**config.mk**
```make
export PLATFORM = sky130hd
export DESIGN_NAME = riscv_decode_stage
export DESIGN_NICKNAME = d
export VERILOG_FILES = /design/src/rtl/riscv_decode_stage.sv
export SDC_FILE = /design/constraint.sdc
export NUM_CORES = 1
export LEC_CHECK = 0
export ABC_AREA = 1
export CORE_ASPECT_RATIO = 0.7
export CORE_MARGIN = 4
export CORE_UTILIZATION = 52
export DETAILED_ROUTE_END_ITERATION = 10
export HOLD_SLACK_MARGIN = 0.06
export PLACE_DENSITY = 0.77
export SLEW_MARGIN = 25
export SYNTH_ARGS = -nofsm -noshare
export SYNTH_HDL_FRONTEND = slang
export SYNTH_SLANG_ARGS = --single-unit
```
**constraint.sdc**
```tcl
create_clock -name clk -period 8.58 [get_ports clk]
set_input_delay 1.716 -clock clk [delete_from_list [all_inputs] [get_ports clk]]
set_output_delay 1.716 -clock clk [all_outputs]
set_load 0.005 [all_outputs]
```
**src/rtl/riscv_decode_stage.sv**
```systemverilog
// Registered RISC-V decode stage: decodes {pc, inst} at enqueue into a DEPTH-entry skid FIFO.
// Define RISCV_DEC_RV32M_EN to decode the RV32M multiply/divide group.

`ifndef RISCV_DECODE_DEFS
`define RISCV_DECODE_DEFS

// ctrl layout (MSB..LSB): pc_update[2] d_write_en d_write[2] d_read[4] alu_src2 alu_op[5] reg_write_en reg_write[2] inst_fmt[3]
`define CTRL_BUS_LEN 21
`define INST_ATTR(pcu, dwe, dw, dr, s2, op, rwe, rw, fmt) {2'(pcu), 1'(dwe), 2'(dw), 4'(dr), 1'(s2), 5'(op), 1'(rwe), 2'(rw), 3'(fmt)}
`define INST_ATTR_NOP {`CTRL_BUS_LEN{1'b0}}

`define INST_FMT_R 3'd0
`define INST_FMT_I 3'd1
`define INST_FMT_S 3'd2
`define INST_FMT_B 3'd3
`define INST_FMT_U 3'd4
`define INST_FMT_J 3'd5

`define ALU_OP_ADD    5'd0
`define ALU_OP_SUB    5'd1
`define ALU_OP_SLL    5'd2
`define ALU_OP_SLT    5'd3
`define ALU_OP_SLTU   5'd4
`define ALU_OP_XOR    5'd5
`define ALU_OP_SRL    5'd6
`define ALU_OP_SRA    5'd7
`define ALU_OP_OR     5'd8
`define ALU_OP_AND    5'd9
`define ALU_OP_EQ     5'd10
`define ALU_OP_NE     5'd11
`define ALU_OP_LT     5'd12
`define ALU_OP_GE     5'd13
`define ALU_OP_LTU    5'd14
`define ALU_OP_GEU    5'd15
`define ALU_OP_MUL    5'd16
`define ALU_OP_MULH   5'd17
`define ALU_OP_MULHSU 5'd18
`define ALU_OP_MULHU  5'd19
`define ALU_OP_DIV    5'd20
`define ALU_OP_DIVU   5'd21
`define ALU_OP_REM    5'd22
`define ALU_OP_REMU   5'd23

`define INST_MASK_R   32'hFE00707F
`define INST_MASK_I   32'h0000707F
`define INST_MASK_SHI 32'hFE00707F
`define INST_MASK_U   32'h0000007F

`define INST_PATT_ADD    32'h00000033
`define INST_PATT_SUB    32'h40000033
`define INST_PATT_SLL    32'h00001033
`define INST_PATT_SLT    32'h00002033
`define INST_PATT_SLTU   32'h00003033
`define INST_PATT_XOR    32'h00004033
`define INST_PATT_SRL    32'h00005033
`define INST_PATT_SRA    32'h40005033
`define INST_PATT_OR     32'h00006033
`define INST_PATT_AND    32'h00007033
`define INST_PATT_ADDI   32'h00000013
`define INST_PATT_SLTI   32'h00002013
`define INST_PATT_SLTIU  32'h00003013
`define INST_PATT_XORI   32'h00004013
`define INST_PATT_ORI    32'h00006013
`define INST_PATT_ANDI   32'h00007013
`define INST_PATT_SLLI   32'h00001013
`define INST_PATT_SRLI   32'h00005013
`define INST_PATT_SRAI   32'h40005013
`define INST_PATT_LB     32'h00000003
`define INST_PATT_LH     32'h00001003
`define INST_PATT_LW     32'h00002003
`define INST_PATT_LBU    32'h00004003
`define INST_PATT_LHU    32'h00005003
`define INST_PATT_SB     32'h00000023
`define INST_PATT_SH     32'h00001023
`define INST_PATT_SW     32'h00002023
`define INST_PATT_BEQ    32'h00000063
`define INST_PATT_BNE    32'h00001063
`define INST_PATT_BLT    32'h00004063
`define INST_PATT_BGE    32'h00005063
`define INST_PATT_BLTU   32'h00006063
`define INST_PATT_BGEU   32'h00007063
`define INST_PATT_JAL    32'h0000006F
`define INST_PATT_JALR   32'h00000067
`define INST_PATT_LUI    32'h00000037
`define INST_PATT_AUIPC  32'h00000017
`define INST_PATT_MUL    32'h02000033
`define INST_PATT_MULH   32'h02001033
`define INST_PATT_MULHSU 32'h02002033
`define INST_PATT_MULHU  32'h02003033
`define INST_PATT_DIV    32'h02004033
`define INST_PATT_DIVU   32'h02005033
`define INST_PATT_REM    32'h02006033
`define INST_PATT_REMU   32'h02007033

`endif

module riscv_decode_stage #(
  parameter int XLEN      = 32,
  parameter int DEPTH     = 2,
  parameter int ILL_CNT_W = 16
) (
  input  logic                     clk,
  input  logic                     rst_n,
  input  logic                     flush,
  input  logic                     in_valid,
  output logic                     in_ready,
  input  logic [XLEN-1:0]          in_pc,
  input  logic [31:0]              in_inst,
  output logic                     out_valid,
  input  logic                     out_ready,
  output logic [XLEN-1:0]          out_pc,
  output logic [`CTRL_BUS_LEN-1:0] out_ctrl,
  output logic [4:0]               out_rs1,
  output logic [4:0]               out_rs2,
  output logic [4:0]               out_rd,
  output logic [XLEN-1:0]          out_imm,
  output logic                     out_illegal,
  output logic [ILL_CNT_W-1:0]     ill_cnt
);

  localparam int PTR_W = (DEPTH > 1) ? $clog2(DEPTH) : 1;
  localparam int CNT_W = $clog2(DEPTH + 1);
`ifdef RISCV_DEC_RV32M_EN
  localparam int N_M = 8;
`else
  localparam int N_M = 0;
`endif
  localparam int N_INST = 37 + N_M;

  typedef struct packed {
    logic [31:0]              patt;
    logic [31:0]              mask;
    logic [`CTRL_BUS_LEN-1:0] attr;
  } rule_t;

  typedef struct packed {
    logic [XLEN-1:0]          pc;
    logic [`CTRL_BUS_LEN-1:0] ctrl;
    logic [4:0]               rs1;
    logic [4:0]               rs2;
    logic [4:0]               rd;
    logic [XLEN-1:0]          imm;
    logic                     illegal;
  } entry_t;

  // Index 0 has the highest priority.
  localparam rule_t RULES [N_INST] = '{
    {`INST_PATT_ADD,   `INST_MASK_R,   `INST_ATTR(0, 0, 0, 0,  0, `ALU_OP_ADD,  1, 0, `INST_FMT_R)},
    {`INST_PATT_SUB,   `INST_MASK_R,   `INST_ATTR(0, 0, 0, 0,  0, `ALU_OP_SUB,  1, 0, `INST_FMT_R)},
    {`INST_PATT_SLL,   `INST_MASK_R,   `INST_ATTR(0, 0, 0, 0,  0, `ALU_OP_SLL,  1, 0, `INST_FMT_R)},
    {`INST_PATT_SLT,   `INST_MASK_R,   `INST_ATTR(0, 0, 0, 0,  0, `ALU_OP_SLT,  1, 0, `INST_FMT_R)},
    {`INST_PATT_SLTU,  `INST_MASK_R,   `INST_ATTR(0, 0, 0, 0,  0, `ALU_OP_SLTU, 1, 0, `INST_FMT_R)},
    {`INST_PATT_XOR,   `INST_MASK_R,   `INST_ATTR(0, 0, 0, 0,  0, `ALU_OP_XOR,  1, 0, `INST_FMT_R)},
    {`INST_PATT_SRL,   `INST_MASK_R,   `INST_ATTR(0, 0, 0, 0,  0, `ALU_OP_SRL,  1, 0, `INST_FMT_R)},
    {`INST_PATT_SRA,   `INST_MASK_R,   `INST_ATTR(0, 0, 0, 0,  0, `ALU_OP_SRA,  1, 0, `INST_FMT_R)},
    {`INST_PATT_OR,    `INST_MASK_R,   `INST_ATTR(0, 0, 0, 0,  0, `ALU_OP_OR,   1, 0, `INST_FMT_R)},
    {`INST_PATT_AND,   `INST_MASK_R,   `INST_ATTR(0, 0, 0, 0,  0, `ALU_OP_AND,  1, 0, `INST_FMT_R)},
    {`INST_PATT_ADDI,  `INST_MASK_I,   `INST_ATTR(0, 0, 0, 0,  1, `ALU_OP_ADD,  1, 0, `INST_FMT_I)},
    {`INST_PATT_SLTI,  `INST_MASK_I,   `INST_ATTR(0, 0, 0, 0,  1, `ALU_OP_SLT,  1, 0, `INST_FMT_I)},
    {`INST_PATT_SLTIU, `INST_MASK_I,   `INST_ATTR(0, 0, 0, 0,  1, `ALU_OP_SLTU, 1, 0, `INST_FMT_I)},
    {`INST_PATT_XORI,  `INST_MASK_I,   `INST_ATTR(0, 0, 0, 0,  1, `ALU_OP_XOR,  1, 0, `INST_FMT_I)},
    {`INST_PATT_ORI,   `INST_MASK_I,   `INST_ATTR(0, 0, 0, 0,  1, `ALU_OP_OR,   1, 0, `INST_FMT_I)},
    {`INST_PATT_ANDI,  `INST_MASK_I,   `INST_ATTR(0, 0, 0, 0,  1, `ALU_OP_AND,  1, 0, `INST_FMT_I)},
    {`INST_PATT_SLLI,  `INST_MASK_SHI, `INST_ATTR(0, 0, 0, 0,  1, `ALU_OP_SLL,  1, 0, `INST_FMT_I)},
    {`INST_PATT_SRLI,  `INST_MASK_SHI, `INST_ATTR(0, 0, 0, 0,  1, `ALU_OP_SRL,  1, 0, `INST_FMT_I)},
    {`INST_PATT_SRAI,  `INST_MASK_SHI, `INST_ATTR(0, 0, 0, 0,  1, `ALU_OP_SRA,  1, 0, `INST_FMT_I)},
    // d_read = {enable, unsigned, size[1:0]}
    {`INST_PATT_LB,    `INST_MASK_I,   `INST_ATTR(0, 0, 0, 8,  1, `ALU_OP_ADD,  1, 1, `INST_FMT_I)},
    {`INST_PATT_LH,    `INST_MASK_I,   `INST_ATTR(0, 0, 0, 9,  1, `ALU_OP_ADD,  1, 1, `INST_FMT_I)},
    {`INST_PATT_LW,    `INST_MASK_I,   `INST_ATTR(0, 0, 0, 10, 1, `ALU_OP_ADD,  1, 1, `INST_FMT_I)},
    {`INST_PATT_LBU,   `INST_MASK_I,   `INST_ATTR(0, 0, 0, 12, 1, `ALU_OP_ADD,  1, 1, `INST_FMT_I)},
    {`INST_PATT_LHU,   `INST_MASK_I,   `INST_ATTR(0, 0, 0, 13, 1, `ALU_OP_ADD,  1, 1, `INST_FMT_I)},
    {`INST_PATT_SB,    `INST_MASK_I,   `INST_ATTR(0, 1, 0, 0,  1, `ALU_OP_ADD,  0, 0, `INST_FMT_S)},
    {`INST_PATT_SH,    `INST_MASK_I,   `INST_ATTR(0, 1, 1, 0,  1, `ALU_OP_ADD,  0, 0, `INST_FMT_S)},
    {`INST_PATT_SW,    `INST_MASK_I,   `INST_ATTR(0, 1, 2, 0,  1, `ALU_OP_ADD,  0, 0, `INST_FMT_S)},
    {`INST_PATT_BEQ,   `INST_MASK_I,   `INST_ATTR(1, 0, 0, 0,  0, `ALU_OP_EQ,   0, 0, `INST_FMT_B)},
    {`INST_PATT_BNE,   `INST_MASK_I,   `INST_ATTR(1, 0, 0, 0,  0, `ALU_OP_NE,   0, 0, `INST_FMT_B)},
    {`INST_PATT_BLT,   `INST_MASK_I,   `INST_ATTR(1, 0, 0, 0,  0, `ALU_OP_LT,   0, 0, `INST_FMT_B)},
    {`INST_PATT_BGE,   `INST_MASK_I,   `INST_ATTR(1, 0, 0, 0,  0, `ALU_OP_GE,   0, 0, `INST_FMT_B)},
    {`INST_PATT_BLTU,  `INST_MASK_I,   `INST_ATTR(1, 0, 0, 0,  0, `ALU_OP_LTU,  0, 0, `INST_FMT_B)},
    {`INST_PATT_BGEU,  `INST_MASK_I,   `INST_ATTR(1, 0, 0, 0,  0, `ALU_OP_GEU,  0, 0, `INST_FMT_B)},
    // reg_write source: 0 alu, 1 memory, 2 pc+4, 3 pc+imm
    {`INST_PATT_JAL,   `INST_MASK_U,   `INST_ATTR(2, 0, 0, 0,  1, `ALU_OP_ADD,  1, 2, `INST_FMT_J)},
    {`INST_PATT_JALR,  `INST_MASK_I,   `INST_ATTR(3, 0, 0, 0,  1, `ALU_OP_ADD,  1, 2, `INST_FMT_I)},
    {`INST_PATT_LUI,   `INST_MASK_U,   `INST_ATTR(0, 0, 0, 0,  1, `ALU_OP_ADD,  1, 0, `INST_FMT_U)},
    {`INST_PATT_AUIPC, `INST_MASK_U,   `INST_ATTR(0, 0, 0, 0,  1, `ALU_OP_ADD,  1, 3, `INST_FMT_U)}
`ifdef RISCV_DEC_RV32M_EN
    ,
    {`INST_PATT_MUL,    `INST_MASK_R,  `INST_ATTR(0, 0, 0, 0,  0, `ALU_OP_MUL,    1, 0, `INST_FMT_R)},
    {`INST_PATT_MULH,   `INST_MASK_R,  `INST_ATTR(0, 0, 0, 0,  0, `ALU_OP_MULH,   1, 0, `INST_FMT_R)},
    {`INST_PATT_MULHSU, `INST_MASK_R,  `INST_ATTR(0, 0, 0, 0,  0, `ALU_OP_MULHSU, 1, 0, `INST_FMT_R)},
    {`INST_PATT_MULHU,  `INST_MASK_R,  `INST_ATTR(0, 0, 0, 0,  0, `ALU_OP_MULHU,  1, 0, `INST_FMT_R)},
    {`INST_PATT_DIV,    `INST_MASK_R,  `INST_ATTR(0, 0, 0, 0,  0, `ALU_OP_DIV,    1, 0, `INST_FMT_R)},
    {`INST_PATT_DIVU,   `INST_MASK_R,  `INST_ATTR(0, 0, 0, 0,  0, `ALU_OP_DIVU,   1, 0, `INST_FMT_R)},
    {`INST_PATT_REM,    `INST_MASK_R,  `INST_ATTR(0, 0, 0, 0,  0, `ALU_OP_REM,    1, 0, `INST_FMT_R)},
    {`INST_PATT_REMU,   `INST_MASK_R,  `INST_ATTR(0, 0, 0, 0,  0, `ALU_OP_REMU,   1, 0, `INST_FMT_R)}
`endif
  };

  logic                     hit;
  logic [`CTRL_BUS_LEN-1:0] dec_ctrl;
  logic [2:0]               dec_fmt;
  logic signed [31:0]       imm32;
  entry_t                   ent_d;

  always_comb begin
    hit      = 1'b0;
    dec_ctrl = `INST_ATTR_NOP;
    // Scan from the lowest priority up so the earliest matching rule wins.
    for (int i = N_INST - 1; i >= 0; i--) begin
      if ((in_inst & RULES[i].mask) == RULES[i].patt) begin
        hit      = 1'b1;
        dec_ctrl = RULES[i].attr;
      end
    end
    if (in_inst[1:0] != 2'b11) begin
      hit      = 1'b0;
      dec_ctrl = `INST_ATTR_NOP;
    end
    dec_fmt = dec_ctrl[2:0];

    ent_d         = '0;
    ent_d.pc      = in_pc;
    ent_d.ctrl    = dec_ctrl;
    ent_d.illegal = ~hit;
    ent_d.rs1     = in_inst[19:15];
    ent_d.rs2     = in_inst[24:20];
    ent_d.rd      = in_inst[11:7];
    imm32         = '0;
    case (dec_fmt)
      `INST_FMT_I: begin
        ent_d.rs2 = '0;
        if (in_inst[6:0] == 7'b0010011 && in_inst[13:12] == 2'b01)
          imm32 = {27'b0, in_inst[24:20]};
        else
          imm32 = {{20{in_inst[31]}}, in_inst[31:20]};
      end
      `INST_FMT_S: begin
        ent_d.rd = '0;
        imm32    = {{20{in_inst[31]}}, in_inst[31:25], in_inst[11:7]};
      end
      `INST_FMT_B: begin
        ent_d.rd = '0;
        imm32    = {{19{in_inst[31]}}, in_inst[31], in_inst[7], in_inst[30:25], in_inst[11:8], 1'b0};
      end
      `INST_FMT_U: begin
        ent_d.rs1 = '0;
        ent_d.rs2 = '0;
        imm32     = {in_inst[31:12], 12'b0};
      end
      `INST_FMT_J: begin
        ent_d.rs1 = '0;
        ent_d.rs2 = '0;
        imm32     = {{11{in_inst[31]}}, in_inst[31], in_inst[19:12], in_inst[20], in_inst[30:21], 1'b0};
      end
      default: ;
    endcase
    ent_d.imm = XLEN'(imm32);
    if (!hit) begin
      ent_d.rs1 = '0;
      ent_d.rs2 = '0;
      ent_d.rd  = '0;
      ent_d.imm = '0;
    end
  end

  entry_t               mem_q [DEPTH];
  logic [PTR_W-1:0]     wr_ptr_q, wr_ptr_d, rd_ptr_q, rd_ptr_d;
  logic [CNT_W-1:0]     count_q, count_d;
  logic [ILL_CNT_W-1:0] ill_cnt_q, ill_cnt_d;
  logic                 push, pop;
  entry_t               head;

  function automatic logic [PTR_W-1:0] ptr_inc(input logic [PTR_W-1:0] p);
    return (p == PTR_W'(DEPTH - 1)) ? '0 : p + 1'b1;
  endfunction

  // in_ready depends only on occupancy, never on out_ready.
  assign in_ready  = rst_n & (count_q < CNT_W'(DEPTH));
  assign out_valid = (count_q != '0);
  assign push      = in_valid & in_ready & ~flush;
  assign pop       = out_valid & out_ready;

  always_comb begin
    wr_ptr_d  = wr_ptr_q;
    rd_ptr_d  = rd_ptr_q;
    count_d   = count_q;
    ill_cnt_d = ill_cnt_q;
    if (flush) begin
      wr_ptr_d = '0;
      rd_ptr_d = '0;
      count_d  = '0;
    end else begin
      if (push) wr_ptr_d = ptr_inc(wr_ptr_q);
      if (pop)  rd_ptr_d = ptr_inc(rd_ptr_q);
      case ({push, pop})
        2'b10:   count_d = count_q + 1'b1;
        2'b01:   count_d = count_q - 1'b1;
        default: count_d = count_q;
      endcase
    end
    if (push && ent_d.illegal && ill_cnt_q != '1)
      ill_cnt_d = ill_cnt_q + 1'b1;
  end

  always_ff @(posedge clk) begin
    if (!rst_n) begin
      wr_ptr_q  <= '0;
      rd_ptr_q  <= '0;
      count_q   <= '0;
      ill_cnt_q <= '0;
    end else begin
      wr_ptr_q  <= wr_ptr_d;
      rd_ptr_q  <= rd_ptr_d;
      count_q   <= count_d;
      ill_cnt_q <= ill_cnt_d;
    end
  end

  always_ff @(posedge clk) begin
    if (push) mem_q[wr_ptr_q] <= ent_d;
  end

  assign head    = mem_q[rd_ptr_q];
  assign ill_cnt = ill_cnt_q;

  always_comb begin
    out_pc      = '0;
    out_ctrl    = `INST_ATTR_NOP;
    out_rs1     = '0;
    out_rs2     = '0;
    out_rd      = '0;
    out_imm     = '0;
    out_illegal = 1'b0;
    if (out_valid) begin
      out_pc      = head.pc;
      out_ctrl    = head.ctrl;
      out_rs1     = head.rs1;
      out_rs2     = head.rs2;
      out_rd      = head.rd;
      out_imm     = head.imm;
      out_illegal = head.illegal;
    end
  end

endmodule
```
=== Word level (Yosys, flattened, before mapping) ===
Memories as Yosys holds them, arrays and structs flattened. A register that Yosys moved wholly into a read port is not among the register bits.
Cells that the tools add are included.

* Register bits: 20
* Bits in writable memories: 202
* Bits of input ports: 69
* Output and inout port bits: 119
* Word-level logic and storage cells: 171
* Memories kept: 1

{| class="wikitable"
|+ Memories
! name !! depth !! width !! rd ports !! clocked after memory_dff !! wr ports !! RTL line !! RTL
|-
| mem_q || 2 || 101 || 1 || 1 || 1 || 267 || <nowiki>entry_t mem_q [DEPTH];</nowiki>
|}

* Add/sub/neg operators: 5
* Order comparisons: 1
* Equal/unequal tests: 48
* Multiplexer cells: 96
* Bitwise logic cells: 7
* Reductions and logical operators: 9

{| class="wikitable"
|+ Operator list
! cell !! count
|-
| 21-bit two-way mux || 37
|-
| 32-bit case mux with 5 select lines || 1
|-
| 32-bit two-way mux || 3
|-
| 10-bit equality test, second input constant || 9
|-
| 17-bit by 10-bit equality test with 1-bit output, second input constant || 5
|-
| 17-bit by 16-bit equality test with 1-bit output, second input constant || 3
|-
| 47-bit two-way mux || 1
|-
| 1-bit two-way mux || 45
|-
| 10-bit by 9-bit equality test with 1-bit output, second input constant || 4
|-
| 17-bit by 8-bit equality test with 1-bit output, second input constant || 2
|-
| 17-bit by 9-bit equality test with 1-bit output, second input constant || 2
|-
| 10-bit by 8-bit equality test with 1-bit output, second input constant || 3
|-
| 5-bit two-way mux || 6
|-
| 12-bit two-way mux || 2
|-
| 10-bit by 7-bit equality test with 1-bit output, second input constant || 2
|-
| 17-bit by 6-bit equality test with 1-bit output, second input constant || 1
|-
| 16-bit by 1-bit adder with 16-bit output, second input constant || 1
|-
| 16-bit inequality test, second input constant || 1
|-
| 7-bit by 5-bit equality test with 1-bit output, second input constant || 2
|-
| 10-bit by 2-bit equality test with 1-bit output, second input constant || 1
|-
| 10-bit by 5-bit equality test with 1-bit output, second input constant || 1
|-
| 10-bit by 6-bit equality test with 1-bit output, second input constant || 1
|-
| 7-bit by 6-bit equality test with 1-bit output, second input constant || 1
|-
| 7-bit equality test, second input constant || 1
|-
| 17 further kinds || 31
|}

=== Depth between registers and ports, before layout ===
Gate-level depths: netlist (run 1).

* Depth in word-level cells: 43
* Depth in mapped cells: 13
* Mapped depth without buffers: 13

=== Least setup slack after synthesis (run 1) ===
No wires, ideal clock.

* Path type: input port to flip-flop
* From: input rst_n
* To: memory mem_q[1][0] (netlist bit) (enable)
* Setup time: 562 ps
* Arrival time: 6,403 ps
* Required time: 8,018 ps
* Slack: 1,615 ps
* Stages on the path: 4
* Path buffers: 0
* Cells stage by stage: clkinv_1 > nor2_1 > nand3_1 > nor2_1

* Cells in the longest elaborated chain, start to end: 5

{| class="wikitable"
|+ RTL lines
! item !! RTL line !! RTL
|-
| start: declaration || 103 || <nowiki>input logic rst_n,</nowiki>
|-
| 1-bit bitwise AND || 279 || <nowiki>assign in_ready = rst_n & (count_q < CNT_W'(DEPTH));</nowiki>
|-
| 1-bit bitwise AND (2 in a row) || 281 || <nowiki>assign push = in_valid & in_ready & ~flush;</nowiki>
|-
| 1-bit two-way mux || 321 || <nowiki>if (push) mem_q[wr_ptr_q] <= ent_d;</nowiki>
|-
| 1-bit two-way mux (not written as such) || 321 ||
|-
| end: declaration || 267 ||
|}

Every way passes these cells.

=== Final worst setup path (run 1) ===
* From: input rst_n
* To: output in_ready

* Cells in the longest elaborated chain, start to end: 1

{| class="wikitable"
|+ RTL lines
! item !! RTL line !! RTL
|-
| 1-bit bitwise AND || 279 ||
|-
| end: declaration || 106 || <nowiki>output logic in_ready,</nowiki>
|}

Every way passes these cells.

==> results of run 1 <==
power by group:
part | internal (mW) | switching (mW) | leakage (nW)
combinational | 0.0503 | 0.0656 | 2.13
clock | 0.525 | 0.391 | 0.324
sequential | 1.18 | 0.00405 | 2.00
total | 1.75 | 0.461 | 4.45
final cells by class:
cell class              count  area, um^2
flip-flops and latches    221        6430
fillers                  1436        6140
multi-input cells         656        3140
repair buffers            191        1930
clock buffers              28         562
well taps                 242         303
inverters                  64         241
clock inverters            10         111
per-stage QoR:
| step | util [%] | total power [mW] | cell area (um^2) | std cells | setup slack (ns) |
|---|---|---|---|---|---|
| floorplan | - | 1.26 | 9990 | 988 | 1.62 |
| global placement | 63.6 | 1.32 | 12000 | 1373 | 3.36 |
| detailed placement | 63.8 | 1.32 | 12000 | 1374 | 3.21 |
| CTS | 67.3 | 2.23 | 12700 | 1412 | 3.53 |
| global route | 67.4 | 2.28 | 12700 | 1412 | 3.41 |
| finish | 67.4 | 2.21 | 12700 | 1412 | 3.54 |
placed cells by master (no fill, tap or decap), types with 8 or more instances in the layout:
| cell | Yosys | routed |
|---|---|---|
| inv_1 | 57 | 57 |
| clkdlybuf4s50_1 | 0 | 186 |
| dfxtp_1 | 21 | 20 |
| nor2_4 | 5 | 8 |
| xor2_1 | 10 | 10 |
| a211oi_1 | 12 | 12 |
| clkbuf_16 | 0 | 21 |
| nor2_1 | 50 | 47 |
| o21ai_0 | 15 | 15 |
| a21oi_1 | 129 | 128 |
| edfxtp_1 | 200 | 200 |
| nand4_1 | 32 | 32 |
| nand2_1 | 307 | 307 |
| nand3_1 | 33 | 33 |
| nor3_1 | 17 | 17 |
critical path, delay by kind of cell:
kind / cells / cell delay, ns
and+or+nand+nor: 1 / 0.20
buffers and inverters: 3 / 1.41
logic make-up after synthesis:
logic type               synth area share, %
adder cells (fa/ha/maj)                0.250
flip-flops                              64.3
other                                 0.0375
XOR/XNOR                                1.14
AO/OA/AOI/OAI                           9.26
buffers and inverters                   4.47
AND/OR/NAND/NOR                         20.5
sequential cells by signal (all words and copies together) (netlist names), named ones only:
name / cells
count_q: 2
wr_ptr_q: 1
mem_q: 200
ill_cnt: 16
rd_ptr_q: 1
how the worst max path moves through the flow:
| stage | from | endpoint | depth (start not counted) |
|---|---|---|---|
| 6_report | rst_n | in_ready | 4 |
| 5_1_grt | rst_n | in_ready | 4 |
| 4_1_cts | rst_n | in_ready | 4 |
| 3_5_place_dp | rst_n | mem_q[1][56]$_DFFE_PP_ | 6 |
| 3_3_place_gp | rst_n | mem_q[1][56]$_DFFE_PP_ | 6 |
| 2_1_floorplan | rst_n | mem_q[1][0]$_DFFE_PP_ | 4 |
routing by layer:
layer | vias up | part of all wire (%) | global-route usage (%) | wire length, um
met5 | - | 0 | 0 | 0
li1 | 3755 | - | - | -
met1 | 3672 | 45 | 34.8 | 11800
met3 | 32 | 8.6 | 5.16 | 2250
met2 | 354 | 44 | 36.2 | 11600
met4 | 0 | 1.7 | 4.55 | 436
==> impl_metrics.json, run 1 <==
{
  "wirelength_um": 26000,
  "grt_pass1_vias": 7299,
  "hold_viol_final": 0,
  "critical_path.max_fanout": 17,
  "ant_nets": 0,
  "rr_endpoint": "count_q[1]$_SDFFE_PP0P_",
  "holdWs_ns": 0.452,
  "cts_setup_buffers": 0,
  "grt_max_degree": 101,
  "clkSlewWorstSetupHoldPaths_ns": 0.06,
  "routedWlPerCell_um": 18.4,
  "yosys.cell_count.top_type": "nand2_1",
  "post-route-period-util_pct": 58.8,
  "cap_violations": 0,
  "clock.fmax_mhz": 198,
  "drc": 0,
  "die_w_um": 174,
  "end_kind": "output pin",
  "firstDrtPassIters": 6,
  "postSynth.asyncResetShare_pct": 0,
  "grt_pass1_wl_um": 40000,
  "critical_path_arrival_ns": 3.33,
  "power_density_nw_per_um2": 174,
  "setup_viol": 0,
  "die_area_um2": 21500,
  "status": "finished clean",
  "area_delta_synth_final_pct": 27.3,
  "ctsHoldBuffers": 0,
  "h-tree-depth": 1,
  "clock_path_buffers": 3,
  "drt_iter0_markers": 849,
  "synth_edf_count": 200,
  "antenna_found_initial": 0,
  "ys_seq_elements": 221,
  "seq_area_frac_synth_pct": 64.3,
  "place_congestion": 0.897,
  "min_path_cells": 1,
  "worst_pin_slew_ns": 0.929,
  "yosysTopAreaCell": "edfxtp_1",
  "reg2reg_from": "count_q[0]$_SDFFE_PP0P_",
  "reg2reg_setup_slack_ns": 5.68,
  "die_h_um": 124,
  "clk-insertion-delay-late_ns": 0.50,
  "cts_tree": "built",
  "hold_path.class": "flip-flop to flip-flop",
  "cts_inserted_buffers": 21,
  "antennaDiodeCount": 0,
  "ys.flop_type": "edfxtp_1",
  "ys.warnings.count": 0,
  "crit_top_cell": "clkdlybuf4s50_1",
  "leakage_nw": 4.45,
  "min_period_ns": 5.04,
  "clock_skew_ns": 0.00865,
  "coreArea_um2": 18900,
  "ys_top_cells_by_count": "307 x nand2_1, 200 x edfxtp_1, 129 x a21oi_1, 57 x inv_1, 50 x nor2_1",
  "slew_violations": 0,
  "clock_sinks": 221,
  "crit_required_ns": 6.86,
  "cts-resized-gates": 0,
  "start_kind": "input pin",
  "synth_top_cell_area_share_pct": 60.1,
  "yosys-top-cells-area": "edfxtp_1 60%, nand2_1 12%, a21oi_1 6.5%",
  "ir_drop_uv": 140,
  "drt-vias-per-instance": 5.53,
  "overflow": 0,
  "relSlewSlack_pct": 37.9,
  "synthesis.area_um2": 9990,
  "start_util_pct": 53.0,
  "path_cells": "clkdlybuf4s50_1, clkinv_1, nor2_1, clkdlybuf4s50_1",
  "path_class": "input pin to output pin",
  "cts-root-buf": "clkbuf_16",
  "syn_avg_cell_area_um2": 10.1,
  "worstHoldStart": "rd_ptr_q$_SDFFE_PP0P_",
  "setup_tns_ns": 0,
  "vias": 7813,
  "syn_inst": 988,
  "layout.nets": 1226,
  "drive_above_1_share_pct": 6.07,
  "max_stage_delay_ns": 0.53,
  "synth_nets": 1059,
  "rows": 42,
  "slowest_stage": "clkdlybuf4s50_1",
  "rsz0062_at_grt": "false",
  "io_pins": 188,
  "port_buffers": 186,
  "grt_use_total_pct": 23.4,
  "rr_worst_depth": 10,
  "place_hpwl_um": 17300,
  "synth_cell_types": 40
}
Note: power is estimated with default switching activity, not from simulation.
==> inputs of run 2 (changes only) <==
--- a/config.mk
+++ b/config.mk
@@ -8,10 +8,10 @@
 export ABC_AREA = 1
 export CORE_ASPECT_RATIO = 0.7
 export CORE_MARGIN = 4
-export CORE_UTILIZATION = 52
+export CORE_UTILIZATION = 47
 export DETAILED_ROUTE_END_ITERATION = 10
 export HOLD_SLACK_MARGIN = 0.06
-export PLACE_DENSITY = 0.77
+export PLACE_DENSITY = 0.73
 export SLEW_MARGIN = 25
 export SYNTH_ARGS = -nofsm -noshare
 export SYNTH_HDL_FRONTEND = slang
==> constraint.sdc (replaced) <==
create_clock -name clk -period 4.1 [get_ports clk]
set_input_delay 0.82 -clock clk [delete_from_list [all_inputs] [get_ports clk]]
set_output_delay 0.82 -clock clk [all_outputs]
set_load 0.005 [all_outputs]
==> run 2 against run 1 <==
Effect of this change:
- count of clock-buffer cells in the layout did not move
- wire length grew 3.0%
- sequential cell count is the same
- worst setup slack lost 2.7 ns
- global-route usage fell by 1.3 points
- clock skew about the same
- register-to-register slack got worse by 4.0 ns
- design area increased by 1.5%
- combinational power grew 120%
- via count increased by 1.2%
- critical endpoint is now out_rd[0]
==> impl_metrics.json, run 2 (same netlist as run 1, synthesis figures left out) <==
{
  "status": "finished clean",
  "layout.nets": 1241,
  "grt_pass1_wl_um": 41700,
  "grt_use_total_pct": 22.1,
  "reg2reg_from": "count_q[0]$_SDFFE_PP0P_",
  "top_register": "mem_q",
  "leakage_nw": 4.53,
  "cts_tree": "built",
  "drt_iter0_markers": 745,
  "largest_reg_flops": 200,
  "overflow": 0,
  "vias": 7906,
  "final.fill_count": 1672,
  "clock.fmax_mhz": 306,
  "drive_above_1_share_pct": 6.76,
  "die_w_um": 182,
  "coreArea_um2": 20800,
  "cts_setup_buffers": 0,
  "layout_common_cells": "307 x nand2_1, 200 x edfxtp_1, 186 x clkdlybuf4s50_1",
  "clkSlewWorstSetupHoldPaths_ns": 0.06,
  "start_util_pct": 48.0,
  "finish.utilization_pct": 62.0,
  "cts-resized-gates": 0,
  "grt_pass1_vias": 7489,
  "worstHoldStart": "rd_ptr_q$_SDFFE_PP0P_",
  "start_kind": "flip-flop",
  "final_common_cell": "nand2_1",
  "ir_drop_uv": 246,
  "place_hpwl_um": 17800,
  "clock_sinks": 221,
  "cts-root-buf": "clkbuf_16",
  "post-route-period-util_pct": 79.6,
  "rows": 44,
  "port_buffers": 186,
  "die_h_um": 130,
  "drt-vias-per-instance": 5.42,
  "clk-insertion-delay-late_ns": 0.51,
  "rsz0062_at_grt": "false",
  "wirelength_um": 26800,
  "reg2reg_setup_slack_ns": 1.71,
  "ant_nets": 0,
  "h-tree-depth": 1,
  "ctsHoldBuffers": 0,
  "io_pins": 188,
  "grt_max_degree": 101,
  "clock_path_buffers": 3,
  "holdWs_ns": 0.445,
  "antennaDiodeCount": 0,
  "die_area_um2": 23700,
  "cap_violations": 0,
  "crit_required_ns": 3.28,
  "area_delta_synth_final_pct": 29.2,
  "hold_viol_final": 0,
  "path_class": "flip-flop to output pin",
  "crit_start": "count_q[0]$_SDFFE_PP0P_",
  "min_period_ns": 3.26,
  "power_density_nw_per_um2": 360,
  "place_congestion": 0.921,
  "cts_inserted_buffers": 22,
  "drc": 0,
  "antenna_found_initial": 0,
  "setup_viol": 0,
  "slew_violations": 0,
  "firstDrtPassIters": 6,
  "end_kind": "output pin",
  "routedWlPerCell_um": 18.4,
  "relSlewSlack_pct": 50.6,
  "hold_path.class": "flip-flop to flip-flop",
  "critical_path.max_fanout": 59,
  "clock_skew_ns": 0.00893,
  "worst_pin_slew_ns": 0.739,
  "critical_path_arrival_ns": 2.44
}
==> run 2: critical path, stage by stage (launching register included) <==
cell,delay (ns)
dfxtp_1,0.37
nor2_4,0.57
buf_12,0.35
a21oi_1,0.14
clkdlybuf4s50_1,0.48
==> run 2: stage by stage <==
step | instances | setup slack (ns) | setup TNS (ns) | total power [mW] | instance area, um^2
global route | 1460 | 0.648 | 0 | 4.82 | 12900
CTS | 1460 | 0.782 | 0 | 4.69 | 12900
floorplan | 988 | -0.298 | -57.88 | 2.63 | 9990
global placement | 1422 | 0.494 | 0 | 2.77 | 12200
detailed placement | 1422 | 0.516 | 0 | 2.77 | 12200
finish | 1460 | 0.835 | 0 | 4.65 | 12900
==> run 2: where the power goes <==
part	switching (mW)	internal, mW	leakage [nW]	total (mW)
Clock	0.807	1.12	0.325	1.92
Sequential	0.00693	2.47	2.00	2.47
Combinational	0.140	0.111	2.21	0.251
==> run 2: path summary, 6_finish.rpt <==
| kind | depth (start not counted) | to |
|---|---|---|
| setup / recovery | 4 | out_rd[0] |
| hold / removal | 1 | flip-flop |
| setup reg to reg | 10 | count_q[1]$_SDFFE_PP0P_ |
| hold reg to reg | 1 | flip-flop |
==> run 2: metal layers <==
metal	global-route usage (%)	up-vias	wire (um)
li1	-	3788	-
met4	4.98	0	597
met2	33.4	328	11600
met1	33.7	3743	12500
met3	3.96	47	2070
met5	0	-	0
==> run 2: final cells by class <==
cell class / instances / area [um^2] / share of cell area, %
sequential: 221 / 6430 / 49.8
timing repair buffer: 205 / 2070 / 16.0
clock buffer: 28 / 573 / 4.44
tap: 276 / 345 / 2.68
clock inverter: 10 / 111 / 0.863
inverter: 64 / 241 / 1.87
multi-input combinational: 656 / 3140 / 24.3
==> inputs of run 3 (changes only) <==
==> constraint.sdc (replaced) <==
create_clock -name clk -period 3 [get_ports clk]
set_input_delay 0.6 -clock clk [delete_from_list [all_inputs] [get_ports clk]]
set_output_delay 0.6 -clock clk [all_outputs]
set_load 0.005 [all_outputs]
==> run 3 against run 2 <==
Effect of this change:
- clock power grew 54%
- count of clock-buffer cells in the layout unchanged
- sequential cell count stayed put
- wire length grew 1.2%
- global-route usage increased by 0.34 points
- sequential power up 37%
- first-iteration DRC count shrank 21%
- register-to-register slack got worse by 0.74 ns
- worst setup slack lost 0.76 ns
- total power rose by 45%
- highest routed layer unchanged
==> impl_metrics.json, run 3 (same netlist as run 1, synthesis figures left out) <==
{
  "cts_tree": "built",
  "port_buffers": 186,
  "io_pins": 188,
  "cap_violations": 0,
  "slowest_stage": "clkdlybuf4s50_1",
  "rr_endpoint": "count_q[1]$_SDFFE_PP0P_",
  "worst_pin_slew_ns": 0.718,
  "rows": 44,
  "clock_path_buffers": 3,
  "max_stage_delay_ns": 0.58,
  "slew_violations": 0,
  "path_cells": "inv_4, buf_12, nand2_1, a21oi_1, clkdlybuf4s50_1",
  "h-tree-depth": 1,
  "min_path_cells": 1,
  "layout_common_cells": "307 x nand2_1, 200 x edfxtp_1, 186 x clkdlybuf4s50_1",
  "overflow": 0,
  "die_h_um": 130,
  "start_util_pct": 48.0,
  "reg2reg_setup_slack_ns": 0.97,
  "layout.nets": 1307,
  "clkSlewWorstSetupHoldPaths_ns": 0.06,
  "regArea_um2": 6430,
  "area_delta_synth_final_pct": 37.4,
  "leakage_nw": 4.98,
  "hold_path.class": "flip-flop to flip-flop",
  "min_period_ns": 2.93,
  "post-route-period-util_pct": 97.7,
  "start_kind": "flip-flop",
  "end_kind": "output pin",
  "grt_pass1_wl_um": 42300,
  "worstHoldStart": "rd_ptr_q$_SDFFE_PP0P_",
  "largest_reg_flops": 200,
  "place_hpwl_um": 19300,
  "drt_iter0_markers": 587,
  "setup_slack_ns": 0.0704,
  "critical_path.max_fanout": 36,
  "ant_nets": 0,
  "antenna_found_initial": 0,
  "clock.fmax_mhz": 341,
  "grt_use_total_pct": 22.4,
  "hold_viol_final": 0,
  "rsz0062_at_grt": "true",
  "relSlewSlack_pct": 52.0,
  "cts_inserted_buffers": 23,
  "die_area_um2": 23700,
  "rr_worst_depth": 10,
  "coreArea_um2": 20800,
  "antennaDiodeCount": 0,
  "drc": 0,
  "crit_required_ns": 2.40,
  "power_density_nw_per_um2": 489,
  "critical_path_arrival_ns": 2.33,
  "firstDrtPassIters": 5,
  "multiInputGateArea_um2": 3150,
  "setup_viol": 0,
  "top_register": "mem_q",
  "routedWlPerCell_um": 17.8,
  "finish.utilization_pct": 66.0,
  "drive_above_1_share_pct": 12.8,
  "status": "finished clean",
  "die_w_um": 182,
  "clock_skew_ns": 0.00833,
  "path_class": "flip-flop to output pin",
  "ir_drop_uv": 333,
  "clk-insertion-delay-late_ns": 0.51,
  "cts-root-buf": "clkbuf_16",
  "dp_slack_ns": -0.0484,
  "clock_sinks": 221,
  "ctsHoldBuffers": 0,
  "vias": 8165,
  "grt_max_degree": 59,
  "place_congestion": 0.966,
  "final_common_cell": "nand2_1",
  "grt_pass1_vias": 7768,
  "wirelength_um": 27200,
  "drt-vias-per-instance": 5.34,
  "final.fill_count": 1663,
  "reg2reg_from": "count_q[0]$_SDFFE_PP0P_"
}
==> run 3: where the power goes <==
group	switching [mW]	internal, mW
logic	0.201	0.189
clock network	1.21	1.74
registers	0.00988	3.37
total	1.42	5.30
==> run 3: per-stage QoR <==
stage          TNS, ns  total power [mW]  cells  hold slack (ns)  instance area (um^2)
5_1_grt         -0.126              6.92   1529            0.481                 13700
2_1_floorplan        0              3.59    988            0.425                 10000
4_1_cts              0              6.76   1529            0.448                 13700
6_report             0              6.72   1529            0.449                 13700
3_3_place_gp    -0.670              3.83   1487            0.433                 12900
3_5_place_dp    -0.370              3.83   1487            0.436                 12900
==> run 3: worst max-delay path by stage <==
| stage | depth (start not counted) | from | to | slack (ns) |
|---|---|---|---|---|
| after floorplan | 4 | rst_n | mem_q[1][0]$_DFFE_PP_ | 0.03 |
| after global placement | 12 | in_inst[6] | mem_q[0][39]$_DFFE_PP_ | -0.07 |
| after detailed placement | 12 | in_inst[1] | mem_q[1][39]$_DFFE_PP_ | -0.05 |
| after CTS | 5 | flip-flop | out_ctrl[6] | 0.02 |
| after global routing | 5 | flip-flop | out_ctrl[6] | -0.03 |
| final | 5 | flip-flop | out_ctrl[6] | 0.07 |
==> run 3: critical path, delay by kind of cell (launching register included) <==
family / cells / cell delay (ns)
simple gates: 1 / 0.07
flops: 1 / 0.41
compound gates: 1 / 0.27
buf+inv: 3 / 1.05
==> run 3: metal layers <==
metal	vias to the layer above	global-route usage, %	routed length (um)
met5	-	0	0
met4	0	3.66	365
met3	31	4.21	2260
met2	328	35.7	12300
met1	3884	33.2	12300
li1	3922	-	-
==> run 3: layout make-up <==
type                            count  area share (%)
Sequential cell                   221            46.8
Clock buffer                       28            4.48
Clock inverter                     14            1.28
Timing Repair Buffer              270            20.2
Inverter                           64            1.78
Tap cell                          276            2.52
Multi-Input combinational cell    656            23.0
==> run 3: what timing repair did <==
item	CTS	global route
setup endpoints to repair	23	40
gates resized for setup	2	4
setup buffers	0	0
endpoints found under the hold margin	0	0
